$ cat config.mk
export PLATFORM = sky130hd
export DESIGN_NAME = lab1_imul_mul_sched_flat
export DESIGN_NICKNAME = d
export VERILOG_FILES = /design/src/rtl/lab1_imul_mul_sched_pkg.sv /design/src/rtl/lab1_imul_mul_sched_if.sv /design/src/rtl/lab1_imul_mul_sched_tag_fifo.sv /design/src/rtl/lab1_imul_mul_sched.sv /design/src/flat_wrapper.sv
export SDC_FILE = /design/constraint.sdc
export NUM_CORES = 1
export LEC_CHECK = 0
export ABC_AREA = 1
export BUFFER_PORTS_ARGS = -buffer_cell sky130_fd_sc_hd__buf_2
export CAP_MARGIN = 30
export CORE_AREA = 2 2 156 158
export CTS_BUF_LIST = sky130_fd_sc_hd__clkbuf_16
export CTS_CLUSTER_DIAMETER = 30
export CTS_CLUSTER_SIZE = 10
export DETAILED_ROUTE_END_ITERATION = 10
export DIE_AREA = 0 0 158 160
export PLACE_DENSITY_LB_ADDON = 0.05
export RECOVER_POWER = 100
export SLEW_MARGIN = 40
export SYNTH_ARGS = -nofsm -noshare
export SYNTH_HDL_FRONTEND = slang
export SYNTH_HIERARCHICAL = 1
export SYNTH_SLANG_ARGS = --single-unit
$ cat constraint.sdc
create_clock -name clk -period 2.6 [get_ports clk]
set_clock_uncertainty 0.05 [all_clocks]
set_input_delay 0.13 -clock clk [delete_from_list [all_inputs] [get_ports clk]]
set_output_delay 0.13 -clock clk [all_outputs]
set_load 0.02 [all_outputs]
$ cat src/rtl/lab1_imul_mul_sched_pkg.sv
// rtl/lab1_imul_mul_sched_pkg.sv - shared widths and helpers for the multiplier scheduler
package lab1_imul_sched_pkg;

  localparam int MSG_IN_NBITS  = 64;
  localparam int MSG_OUT_NBITS = 32;

  function automatic int tag_nbits(input int nreqs);
    return (nreqs <= 2) ? 1 : $clog2(nreqs);
  endfunction

endpackage

$ cat src/rtl/lab1_imul_mul_sched_if.sv
// rtl/lab1_imul_mul_sched_if.sv - requester, response and multiplier-side bundle of the scheduler
interface lab1_imul_mul_sched_if
  import lab1_imul_sched_pkg::*;
#(
  parameter int p_nreqs = 4
);

  logic [p_nreqs-1:0]              req_val;
  logic [p_nreqs-1:0]              req_rdy;
  logic [MSG_IN_NBITS*p_nreqs-1:0] req_msg;
  logic [p_nreqs-1:0]              resp_val;
  logic [p_nreqs-1:0]              resp_rdy;
  logic [MSG_OUT_NBITS-1:0]        resp_msg;
  logic                            mul_istream_val;
  logic                            mul_istream_rdy;
  logic [MSG_IN_NBITS-1:0]         mul_istream_msg;
  logic                            mul_ostream_val;
  logic                            mul_ostream_rdy;
  logic [MSG_OUT_NBITS-1:0]        mul_ostream_msg;
  logic                            busy;

  modport slave (
    input  req_val, req_msg, resp_rdy, mul_istream_rdy, mul_ostream_val, mul_ostream_msg,
    output req_rdy, resp_val, resp_msg, mul_istream_val, mul_istream_msg, mul_ostream_rdy, busy
  );

  modport master (
    output req_val, req_msg, resp_rdy, mul_istream_rdy, mul_ostream_val, mul_ostream_msg,
    input  req_rdy, resp_val, resp_msg, mul_istream_val, mul_istream_msg, mul_ostream_rdy, busy
  );

endinterface

$ cat src/rtl/lab1_imul_mul_sched_tag_fifo.sv
// rtl/lab1_imul_mul_sched_tag_fifo.sv - synchronous FIFO holding the requester id of each in-flight op
module lab1_imul_tag_fifo #(
  parameter int p_width = 2,
  parameter int p_depth = 2
) (
  input  logic               clk,
  input  logic               reset,
  input  logic               push_i,
  input  logic [p_width-1:0] push_data_i,
  input  logic               pop_i,
  output logic [p_width-1:0] head_o,
  output logic               full_o,
  output logic               empty_o
);

  localparam int PW = (p_depth > 1) ? $clog2(p_depth) : 1;
  localparam int CW = $clog2(p_depth + 1);

  logic [p_width-1:0] mem_q [p_depth];
  logic [PW-1:0]      wr_q, wr_d, rd_q, rd_d;
  logic [CW-1:0]      cnt_q, cnt_d;
  logic               do_push, do_pop;

  function automatic logic [PW-1:0] ptr_inc(input logic [PW-1:0] p);
    return (p == PW'(p_depth - 1)) ? '0 : p + PW'(1);
  endfunction

  assign full_o  = (cnt_q == CW'(p_depth));
  assign empty_o = (cnt_q == '0);
  assign head_o  = mem_q[rd_q];
  assign do_push = push_i & ~full_o;
  assign do_pop  = pop_i & ~empty_o;

  always_comb begin
    wr_d  = wr_q;
    rd_d  = rd_q;
    cnt_d = cnt_q;
    if (do_push) wr_d = ptr_inc(wr_q);
    if (do_pop)  rd_d = ptr_inc(rd_q);
    case ({do_push, do_pop})
      2'b10:   cnt_d = cnt_q + CW'(1);
      2'b01:   cnt_d = cnt_q - CW'(1);
      default: cnt_d = cnt_q;
    endcase
  end

  always_ff @(posedge clk) begin
    if (reset) begin
      wr_q  <= '0;
      rd_q  <= '0;
      cnt_q <= '0;
    end else begin
      wr_q  <= wr_d;
      rd_q  <= rd_d;
      cnt_q <= cnt_d;
    end
  end

  // Payload needs no reset: empty_o masks stale entries.
  always_ff @(posedge clk) begin
    if (do_push) mem_q[wr_q] <= push_data_i;
  end

endmodule

$ cat src/rtl/lab1_imul_mul_sched.sv
// rtl/lab1_imul_mul_sched.sv - round-robin sharing of one multiplier among p_nreqs requesters
module lab1_imul_mul_sched
  import lab1_imul_sched_pkg::*;
#(
  parameter int p_nreqs    = 4,
  parameter int p_max_infl = 2
) (
  input  logic                  clk,
  input  logic                  reset,
  lab1_imul_mul_sched_if.slave  bus
);

  localparam int TW = tag_nbits(p_nreqs);
  typedef logic [TW-1:0] tag_t;

  tag_t rr_ptr_q, rr_ptr_d;
  tag_t lock_tag_q, lock_tag_d;
  logic lock_q, lock_d;
  tag_t grant, head;
  logic any_val, full, empty, issue_fire, ret_fire;

  // A stalled grant is pinned so a newly valid higher-priority port cannot steal it.
  always_comb begin
    logic found;
    int   idx;
    found = 1'b0;
    idx   = 0;
    grant = rr_ptr_q;
    if (lock_q && bus.req_val[lock_tag_q]) begin
      grant = lock_tag_q;
    end else begin
      for (int k = 0; k < p_nreqs; k++) begin
        idx = int'(rr_ptr_q) + k;
        if (idx >= p_nreqs) idx = idx - p_nreqs;
        if (!found && bus.req_val[tag_t'(idx)]) begin
          found = 1'b1;
          grant = tag_t'(idx);
        end
      end
    end
  end

  assign any_val             = |bus.req_val;
  assign bus.mul_istream_val = ~reset & any_val & ~full;
  assign issue_fire          = bus.mul_istream_val & bus.mul_istream_rdy;
  assign bus.mul_ostream_rdy = ~reset & ~empty & bus.resp_rdy[head];
  assign ret_fire            = bus.mul_ostream_val & bus.mul_ostream_rdy;
  assign bus.resp_msg        = bus.mul_ostream_msg;
  assign bus.busy            = ~reset & ~empty;

  always_comb begin
    bus.mul_istream_msg = '0;
    for (int i = 0; i < p_nreqs; i++) begin
      bus.req_rdy[i]  = ~reset & bus.mul_istream_rdy & ~full & (grant == tag_t'(i));
      bus.resp_val[i] = ~reset & bus.mul_ostream_val & ~empty & (head == tag_t'(i));
      if (grant == tag_t'(i)) bus.mul_istream_msg = bus.req_msg[MSG_IN_NBITS*i +: MSG_IN_NBITS];
    end
  end

  always_comb begin
    rr_ptr_d   = rr_ptr_q;
    lock_d     = bus.mul_istream_val & ~bus.mul_istream_rdy;
    lock_tag_d = grant;
    if (issue_fire) rr_ptr_d = (grant == tag_t'(p_nreqs - 1)) ? '0 : grant + tag_t'(1);
  end

  always_ff @(posedge clk) begin
    if (reset) begin
      rr_ptr_q   <= '0;
      lock_q     <= 1'b0;
      lock_tag_q <= '0;
    end else begin
      rr_ptr_q   <= rr_ptr_d;
      lock_q     <= lock_d;
      lock_tag_q <= lock_tag_d;
    end
  end

  lab1_imul_tag_fifo #(
    .p_width (TW),
    .p_depth (p_max_infl)
  ) u_tag_fifo (
    .clk         (clk),
    .reset       (reset),
    .push_i      (issue_fire),
    .push_data_i (grant),
    .pop_i       (ret_fire),
    .head_o      (head),
    .full_o      (full),
    .empty_o     (empty)
  );

endmodule
$ cat src/flat_wrapper.sv
// flat-port wrapper written by rule: the top's interface ports become plain ports
module lab1_imul_mul_sched_flat import lab1_imul_sched_pkg::*;
#(
  parameter int p_nreqs    = 4,
  parameter int p_max_infl = 2
)
  (clk, reset, bus_req_val, bus_req_msg, bus_resp_rdy, bus_mul_istream_rdy, bus_mul_ostream_val, bus_mul_ostream_msg, bus_req_rdy, bus_resp_val, bus_resp_msg, bus_mul_istream_val, bus_mul_istream_msg, bus_mul_ostream_rdy, bus_busy);
  lab1_imul_mul_sched_if #(.p_nreqs(p_nreqs)) bus_i ();
  input  logic clk;
  input  logic reset;
  input wire logic [$bits(bus_i.req_val)-1:0] bus_req_val;
  input wire logic [$bits(bus_i.req_msg)-1:0] bus_req_msg;
  input wire logic [$bits(bus_i.resp_rdy)-1:0] bus_resp_rdy;
  input wire logic [$bits(bus_i.mul_istream_rdy)-1:0] bus_mul_istream_rdy;
  input wire logic [$bits(bus_i.mul_ostream_val)-1:0] bus_mul_ostream_val;
  input wire logic [$bits(bus_i.mul_ostream_msg)-1:0] bus_mul_ostream_msg;
  output wire logic [$bits(bus_i.req_rdy)-1:0] bus_req_rdy;
  output wire logic [$bits(bus_i.resp_val)-1:0] bus_resp_val;
  output wire logic [$bits(bus_i.resp_msg)-1:0] bus_resp_msg;
  output wire logic [$bits(bus_i.mul_istream_val)-1:0] bus_mul_istream_val;
  output wire logic [$bits(bus_i.mul_istream_msg)-1:0] bus_mul_istream_msg;
  output wire logic [$bits(bus_i.mul_ostream_rdy)-1:0] bus_mul_ostream_rdy;
  output wire logic [$bits(bus_i.busy)-1:0] bus_busy;
  assign bus_i.req_val = bus_req_val;
  assign bus_i.req_msg = bus_req_msg;
  assign bus_i.resp_rdy = bus_resp_rdy;
  assign bus_i.mul_istream_rdy = bus_mul_istream_rdy;
  assign bus_i.mul_ostream_val = bus_mul_ostream_val;
  assign bus_i.mul_ostream_msg = bus_mul_ostream_msg;
  assign bus_req_rdy = bus_i.req_rdy;
  assign bus_resp_val = bus_i.resp_val;
  assign bus_resp_msg = bus_i.resp_msg;
  assign bus_mul_istream_val = bus_i.mul_istream_val;
  assign bus_mul_istream_msg = bus_i.mul_istream_msg;
  assign bus_mul_ostream_rdy = bus_i.mul_ostream_rdy;
  assign bus_busy = bus_i.busy;
  lab1_imul_mul_sched #(.p_nreqs(p_nreqs), .p_max_infl(p_max_infl)) u_core (.clk(clk), .reset(reset), .bus(bus_i));
endmodule
# Word level (Yosys, flattened, before mapping)
# Memory sizes are Yosys's and may differ from the RTL's. A register that Yosys moved wholly into a read port is not among the register bits.
# Index checks and enable logic that the tools add are counted.
# word_totals
regBits	9
word_cells	118
ram_bits	4
inputBits	300
n_memories	1
out_inout_bits	107
# mem_list
name	words	word_bits	rd	rd_clocked_by_memory_dff	wr	line	text
u_core.u_tag_fifo.mem_q	2	2	1	1	1	lab1_imul_mul_sched_tag_fifo.sv:19	logic [p_width-1:0] mem_q [p_depth];
# op_classes
n_reduce_logical	12
mux	43
magnitude_cmp	10
bitwise_logic	25
n_addsub	12
n_eq_ne	9
# op_table
op	n
64-bit 2-to-1 mux	4
2-bit 2-to-1 mux	14
1-bit AND	21
2-bit by 3-bit < comparator with 1-bit output, second input constant	6
1-bit 2-to-1 mux	18
1-bit binary-select mux with 2-bit select	6
2-bit == test, second input constant	6
2-bit by 1-bit subtractor with 2-bit output, second input constant	5
3-bit greater-or-equal comparator, second input constant	3
2-bit by 2-bit adder with 3-bit output, second input constant	2
2-bit by 1-bit == test with 1-bit output, second input constant	3
2-bit logical NOT	3
2-bit by 1-bit adder with 2-bit output, second input constant	2
1-bit logical AND	4
1-bit NOT	4
2-bit case mux with 2 select lines	1
4-bit OR reduction	1
2-bit by 1-bit adder with 3-bit output, second input constant	1
2-bit by 3-bit greater-or-equal comparator with 1-bit output, second input constant	1
1-bit logical NOT	3
1-bit adder, second input constant	2
2-bit nonzero test	1

# Logic depth before layout (Yosys ltp)
# Gate-level depths: netlist of run 1.
# logic_depth
ltp_word	25
ltp_mapped	20
mapped_depth_nobuf	18

# Hierarchy
# The synthesis of run 1 kept the hierarchy.
# by_module_without_submodules
mod	cells_each	n_inst	seq_area_each_um2	area_each_um2
lab1_imul_mul_sched	464	1	100.1	2663.8
lab1_imul_tag_fifo	46	1	220.2	405.4

# Least setup slack after synthesis of run 1
# No wires, ideal clock.
# synth_path
kind	flip-flop to output port
startpoint	register u_core.rr_ptr_q[0]
endpoint	output bus_mul_istream_msg[10]
slack_ns	-0.139
arrival_ns	2.559
required_ns	2.420
stages_incl_launch_ff	17
path_buffers	2
path_cell_list	dfxtp_1 -> buf_6 -> nand2_1 -> nand3_2 -> nand2_4 -> nand3_1 -> nand2_1 -> nand2_1 -> nand3_1 -> nand2_1 -> nand2_1 -> inv_1 -> ha_1 -> nor2_2 -> buf_2 -> a221oi_1 -> o31ai_1
# synth_via
elab_chain_len	24
word_cells_on_any_way	52
classes_between	7 x add/sub; 4 x order compare; 3 x eq/ne; 31 x mux; 7 x reduce/logical
# synth_lines
element	line	text
start, declared	lab1_imul_mul_sched.sv:16	tag_t rr_ptr_q, rr_ptr_d;
start signal, assigned	lab1_imul_mul_sched.sv:73	rr_ptr_q <= rr_ptr_d;
2-bit by 3-bit greater-or-equal comparator with 1-bit output / 2-bit by 1-bit subtractor with 2-bit output (equally long branches)	lab1_imul_mul_sched.sv:34	if (idx >= p_nreqs) idx = idx - p_nreqs;
2-bit 2-to-1 mux	lab1_imul_mul_sched.sv:34	
2-bit 2-to-1 mux	lab1_imul_mul_sched.sv:29	if (lock_q && bus.req_val[lock_tag_q]) begin
1-bit binary-select mux with 2-bit select	lab1_imul_mul_sched.sv:35	if (!found && bus.req_val[tag_t'(idx)]) begin
1-bit 2-to-1 mux (not written as such)	lab1_imul_mul_sched.sv:35	
1-bit 2-to-1 mux	lab1_imul_mul_sched.sv:35	
1-bit 2-to-1 mux	lab1_imul_mul_sched.sv:29	
1-bit logical NOT	lab1_imul_mul_sched.sv:35	
[... 7 more ...]	-	
1-bit logical NOT	lab1_imul_mul_sched.sv:35	
1-bit logical AND	lab1_imul_mul_sched.sv:35	
2-bit 2-to-1 mux (*)	lab1_imul_mul_sched.sv:35	
2-bit 2-to-1 mux (*)	lab1_imul_mul_sched.sv:29	
named net u_core.grant[1]	lab1_imul_mul_sched.sv:19	tag_t grant, head;
2-bit logical NOT	lab1_imul_mul_sched.sv:56	if (grant == tag_t'(i)) bus.mul_istream_msg = bus.req_msg[MSG_IN_NBITS*i +: MSG_IN_NBITS];
64-bit 2-to-1 mux (3 in series)	lab1_imul_mul_sched.sv:56	
64-bit 2-to-1 mux (*)	lab1_imul_mul_sched.sv:56	
end, declared	flat_wrapper.sv:21	output wire logic [$bits(bus_i.mul_istream_msg)-1:0] bus_mul_istream_msg;
# The timed path passes the listed nets; every way through them passes the cells marked *. The select of a mux whose other input is x is not followed.

# Worst setup path in the final report of run 1
# layout_path
startpoint	register u_core.rr_ptr_q[1]
endpoint	output bus_mul_istream_msg[57]
# The elaborated chain is that of the path after synthesis.

==> results of run 1 <==
==> metal layers <==
layer,global-route usage,wire length [um]
met1,0.194,9150
met2,0.330,12700
met3,0.0271,1520
met4,0.0369,430
met5,0,0
==> flip-flops by register name (all words and copies together), names as in the netlist, named ones only <==
signal and count:
u_core/u_tag_fifo/rd_q 1, u_core/u_tag_fifo/wr_q 1, u_core/lock_tag_q 2, u_core/u_tag_fifo/mem_q 4, u_core/u_tag_fifo/cnt_q 2, u_core/lock_q 1, u_core/rr_ptr_q 2
==> cell usage in the layout (no fill, tap or decap), drive strengths merged, types with 5 or more instances in the layout <==
master,synthesis,layout
dfxtp,10,10
nor3,7,7
a21oi,6,6
nand3,9,9
nand2,136,136
clkbuf,24,8
diode,0,5
ha,5,5
inv,28,28
nor2,91,91
buf,52,437
o31ai,64,64
a221oi,64,64
==> worst max-delay path, stage by stage, from the launching register on <==
cell	delay, ps
dfxtp_4	390
inv_4	70
nand2_1	100
nand2_4	70
nand2_2	90
nand2_4	60
nand2_1	60
nand2_1	60
nand2_2	70
nand2_2	50
nand3_2	80
nand2_4	80
buf_12	130
ha_4	170
nor2_4	150
buf_6	130
buf_12	110
buf_16	150
a221oi_4	70
o31ai_4	240
buf_6	150
==> worst max path at each step <==
stage,slack [ps],cells past startpoint,to,start
after floorplan,20,16,bus_mul_istream_msg[10],u_core/rr_ptr_q[0]$_SDFFE_PP0P_
after global placement,-250,19,bus_mul_istream_msg[13],u_core/rr_ptr_q[0]$_SDFFE_PP0P_
after detailed placement,-270,17,bus_mul_istream_msg[13],u_core/rr_ptr_q[1]$_SDFFE_PP0P_
after CTS,-380,22,bus_mul_istream_msg[33],u_core/rr_ptr_q[0]$_SDFFE_PP0P_
after global routing,-530,20,bus_mul_istream_msg[34],u_core/rr_ptr_q[1]$_SDFFE_PP0P_
final,-330,20,bus_mul_istream_msg[57],u_core/rr_ptr_q[1]$_SDFFE_PP0P_
==> repair_timing <==
| action | in CTS | in global routing |
|---|---|---|
| resized for setup | 226 | 65 |
| setup buffers | 26 | 8 |
| gates cloned | 16 | 3 |
| pin swaps | 21 | 35 |
| endpoints found under the setup margin | 67 | 67 |
==> kinds of logic after synthesis <==
| family | after synthesis | share of synthesized area |
|---|---|---|
| compound gates | 139 | 0.358 |
| fa+ha+maj | 5 | 0.0204 |
| buf+inv | 104 | 0.177 |
| flops | 14 | 0.104 |
| mux | 2 | 0.00734 |
| simple gates | 246 | 0.333 |
==> layout make-up <==
cell class	count	area, um2
Antenna cell	5	12.5
Clock buffer	3	75.1
Clock inverter	1	3.75
Fill cell	2627	15900
Inverter	28	125
Multi-Input combinational cell	392	3420
Sequential cell	14	328
Tap cell	324	405
Timing Repair Buffer	445	3540
==> synth_stat cells, drive strengths merged <==
| master | n |
|---|---|
| dfxtp | 10 |
| inv | 28 |
| o211ai | 1 |
| nand3 | 9 |
| nand4 | 1 |
| a21oi | 6 |
| nor2 | 91 |
| o31ai | 64 |
| o21ai | 4 |
| a221oi | 64 |
| nor4 | 2 |
| ha | 5 |
| clkbuf | 24 |
| edfxtp | 4 |
| mux2 | 2 |
| nand2 | 136 |
| nor3 | 7 |
| buf | 52 |
==> power breakdown <==
group          switching (mW)  internal (mW)
clock network          0.0894          0.203
registers              0.0173          0.246
logic                    3.00           3.12
total                    3.11           3.57
==> metrics by stage <==
stage	setup TNS (ps)	setup WS, ps	std cells	cell area, um2
finish	-18360	-329	1212	7910
global route	-30480	-532	1211	7910
CTS	-19160	-385	1197	7450
detailed placement	-8270	-270	1152	5680
global placement	-6250	-252	1152	5680
floorplan	0	22.7	510	3370
==> key figures, run 1 <==
Floorplanning
  • DIE AREA: about 25000 um2
  • Die W: 158 um
  • Die height: 160 um
  • Placeable Area: about 24000 um2
  • Site Rows: 57
  • Initial Utilization: 0.129
  • Top Ports: 407

Synthesis
  • Yosys reg bits: 14
  • Synth cell types: 28
  • Post-Syn Nets: just over 800
  • Yosys warning count: 6
  • Synth top area cells: a221oi_1 18%, nand2_1 16%, o31ai_1 16%
  • Sequential share of the synthesized area: 0.104
  • Mapped Cells: 510
  • Share of the synthesized area in the top cell type: 0.183
  • Post-synthesis area per instance: ~6 um2
  • Synthesized area: a little over 3000 um2
  • Area leader, netlist: a221oi_1

Timing
  • Final WS setup: -329 ps
  • Hold Fails Final Rpt: 0
  • Peak Freq: ~0.34 GHz
  • RSZ-0062 raised after global routing: yes
  • Worst Tran Pin Value: 337 ps
  • # setup viols final: 66
  • Final worst path period share: 1.13
  • Max_slew headroom: 0.776
  • Hold_ws: 11.3 ps
  • Max-slew violation count: 0
  • Final min period: 2930 ps

Global routing
  • First-pass GRT wire length: 33.1 mm
  • Vias in the first global route: 5556
  • Initial antenna violation count: 5
  • Global route overflow: 0
  • GRT Overall Usage: 0.171
  • Largest net degree at the start of global routing: 24

Route
  • Vias/cell: 4.37
  • DR WL/cell: 19.6 um
  • Overall via count from detail_route: 5291
  • Routed wire length: 23.8 mm
  • First-iteration detailed-routing DRC count: about 200
  • Post-route ant nets: 0
  • Remaining DRCs: 0
  • TritonRoute pass-1 iters: 6

Worst setup path
  • Critical path class: reg2out
  • CP arrival: 2750 ps
  • CP endpoint kind: output port
  • WP data required: 2420 ps
  • R2R cell count: 13
  • Worst R2R End: u_core/u_tag_fifo/cnt_q[1]$_SDFFE_PP0P_
  • Crit path launch type: flip-flop
  • Slack of the worst reg-to-reg path: 380 ps
  • Worst r2r src: u_core/u_tag_fifo/cnt_q[0]$_SDFFE_PP0P_
  • Maximum fanout along the worst path: 6

Clock tree
  • Clock transition at path regs: 50 ps
  • CTS H-Tree Depth: 1
  • Clock Path Buffers: 2
  • Root Driver: clkbuf_16
  • Post-cts hold buffer count: 0
  • Clk_lat worst skew: 250 ps
  • Total CTS buffers: 3
  • CTS sink cnt: 14
  • CTS tree: done

Hold path
  • Worst min path class: in2reg
  • Hold Crit Start: bus_mul_istream_rdy
  • Worst Hold End: u_core/lock_q$_SDFF_PP0_
  • Worst Hold Depth: 2

Flow run
  • Max Cap Viol: 0

Layout
  • Core Util, Final: 0.332
  • Nets: 1189
  • Area Growth Syn to Fin: 158%
  • Layout cells sized above 1: 0.719

Placement
  • Port bufs: 342
  • RePlAce Congestion: 0.919
  • DP Wirelength: 17.5 mm

Power
  • Power Total: 6.68 mW
  • Max IR drop VDD: about 0.00037 V
  • Pwr Density: 845 nW/um2
  • Leak: 3.67 nW

Run status
  • Failing checks: negative setup slack
  • Outcome: finished, violations left
(Power assumes the default switching activity.)
==> run 2, diff against run 1 <==
CTS_BUF_LIST = sky130_fd_sc_hd__clkbuf_4 sky130_fd_sc_hd__clkbuf_8   (was sky130_fd_sc_hd__clkbuf_16)
CTS_CLUSTER_DIAMETER = not set   (was 30)
==> run 2 against run 1 <==
The flow still finishes with violations (negative setup slack). Sequential share of layout area is essentially flat. Sequential power is essentially flat. First-iteration DRC count grew 16%. Sequential cell count is the same. Power shrank 0.92%. Maximum frequency shrank 0.82%. Cell area grew 0.16%. Global-route usage is essentially flat. Via count shrank 0.23%. Die area is the same. Clock power shrank 27%. Largest power group unchanged.
==> key figures, run 2 (synthesized netlist as in run 1, its figures left out) <==
Layout
  • Most frequent cells in the layout: 276 x buf_2, 98 x nand2_1, 91 x buf_4
  • Fill cell count: 2619
  • Number of flip-flops in the largest register: 4
  • Layout cells sized above 1: 0.717
  • Area Growth Syn to Fin: 158%
  • Finished Layout Cells: 1212
  • Multi-input logic area: 3490 um2
  • Sequential cell area: ~330 um2
  • Core Util, Final: 0.333
  • Leading cell type in the layout, fill and taps excluded: buf_2
  • Top reg by flops: u_core/u_tag_fifo/mem_q
  • Nets: between 1000 and 1500

Clock tree
  • Root Driver: clkbuf_8
  • CTS H-Tree Depth: 1
  • Total CTS buffers: 3
  • Clock transition at path regs: approximately 60 ps
  • Clock Path Buffers: 2
  • Clk_lat worst skew: between 200 and 300 ps
  • CTS tree: done
  • CTS sink cnt: 14

Power
  • Max IR drop VDD: 0.000346 V
  • Pwr Density: 836 nW/um2
  • Leak: roughly 3.7 nW

Worst setup path
  • Crit path launch type: flip-flop
  • Critical path class: reg2out
  • CP endpoint kind: output port
  • Maximum fanout along the worst path: 6
  • CP arrival: ~2800 ps
  • WP data required: 2420 ps

Run status
  • Failing checks: negative setup slack
  • Outcome: finished, violations left

Floorplanning
  • Placeable Area: 23800 um2
  • Initial Utilization: 0.129
  • Die W: 158 um
  • Die height: 160 um
  • DIE AREA: 25300 um2
  • Site Rows: 57
  • Top Ports: 407

Route
  • Remaining DRCs: 0
  • TritonRoute pass-1 iters: 4
  • Routed wire length: between 20 and 25 mm
  • Overall via count from detail_route: ~5300
  • DR WL/cell: 19.6 um
  • Vias/cell: 4.36
  • Post-route ant nets: 0
  • First-iteration detailed-routing DRC count: 228

Timing
  • Final worst path period share: 1.14
  • Max-slew violation count: 0
  • Peak Freq: about 0.34 GHz
  • Final min period: ~3000 ps
  • Final WS setup: -353 ps
  • Hold Fails Final Rpt: 0
  • Worst Tran Pin Value: around 320 ps
  • Max_slew headroom: 0.783
  • # setup viols final: 67
  • RSZ-0062 raised after global routing: yes

Flow run
  • Max Cap Viol: 0

Global routing
  • First-pass GRT wire length: 33.0 mm
  • Global route overflow: 0
  • Initial antenna violation count: 4
  • GRT Overall Usage: 0.171
  • Largest net degree at the start of global routing: 24
  • Vias in the first global route: 5552

Placement
  • DP Wirelength: 17.5 mm
  • Port bufs: 342
  • Post-Place Cells: 1152
  • RePlAce Congestion: 0.919

Hold path
  • Worst min path class: in2reg
==> run 2: path summary, 6_finish.rpt <==
check | startpoint | endpoint | slack, ps | cells past startpoint
worst min register to register | u_core/u_tag_fifo/rd_q$_SDFFE_PP0P_ | u_core/u_tag_fifo/rd_q$_SDFFE_PP0P_ | 460 | 2
worst max register to register | u_core/u_tag_fifo/cnt_q[0]$_SDFFE_PP0P_ | u_core/u_tag_fifo/cnt_q[1]$_SDFFE_PP0P_ | 370 | 13
worst min-delay path | reset | u_core/lock_tag_q[0]$_SDFF_PP0_ | 200 | 3
worst max-delay path | u_core/rr_ptr_q[0]$_SDFFE_PP0P_ | bus_mul_istream_msg[45] | -350 | 19
==> run 2: layer usage <==
metal,wire length [um],vias up,track usage,part of all wire
met3,1400,18,0.0252,0.059
li1,-,2573,-,-
met5,0,-,0,0
met2,12800,206,0.331,0.54
met1,9250,2482,0.195,0.39
met4,362,0,0.0352,0.015
==> run 2: final cells by class <==
class                   count  share of cell area
repair buffers            446               0.443
flip-flops and latches     14              0.0414
diodes                      4             0.00126
inverters                  28              0.0158
multi-input cells         392               0.440
clock buffers               4             0.00695
well taps                 324              0.0512
==> run 2: report_power, final <==
group          total (mW)  switching [mW]  internal (mW)
Clock               0.213          0.0789          0.134
Sequential          0.263          0.0174          0.245
Combinational        6.14            3.02           3.12
==> run 2: worst max-delay path: stages (launching register included) <==
cell      delay, ps
dfxtp_4         380
buf_8           130
nand2_1          60
nand2_2          70
nand2_1          60
nand2_2          90
nand3_4          90
nand2_2          80
nand2_2          50
nand3_2          80
nand2_4          80
buf_12          130
ha_4            160
nor2_4          140
buf_6           130
buf_12          120
buf_16          140
a221oi_4         70
o31ai_4         270
buf_6           160
==> run 2: through the flow <==
step / worst slack, ps / setup TNS (ps) / instance area (um2) / total power, mW / hold slack (ps)
3_5_place_dp: -270 / -8270 / 5680 / 4.20 / 210
2_1_floorplan: 22.7 / 0 / 3370 / 2.61 / 157
4_1_cts: -398 / -20010 / 7440 / 6.27 / 199
3_3_place_gp: -252 / -6250 / 5680 / 4.20 / 210
5_1_grt: -533 / -31280 / 7920 / 7.00 / 195
6_report: -353 / -18950 / 7920 / 6.62 / 197
==> run 2: what timing repair did <==
item | 4_1_cts | 5_1_grt
buffers inserted | 26 | 9
hold endpoints to repair | 1 | 0
pin swaps | 21 | 30
setup endpoints to repair | 67 | 67
resized for setup | 228 | 62
hold buffers | 1 | 0
gates cloned | 16 | 2
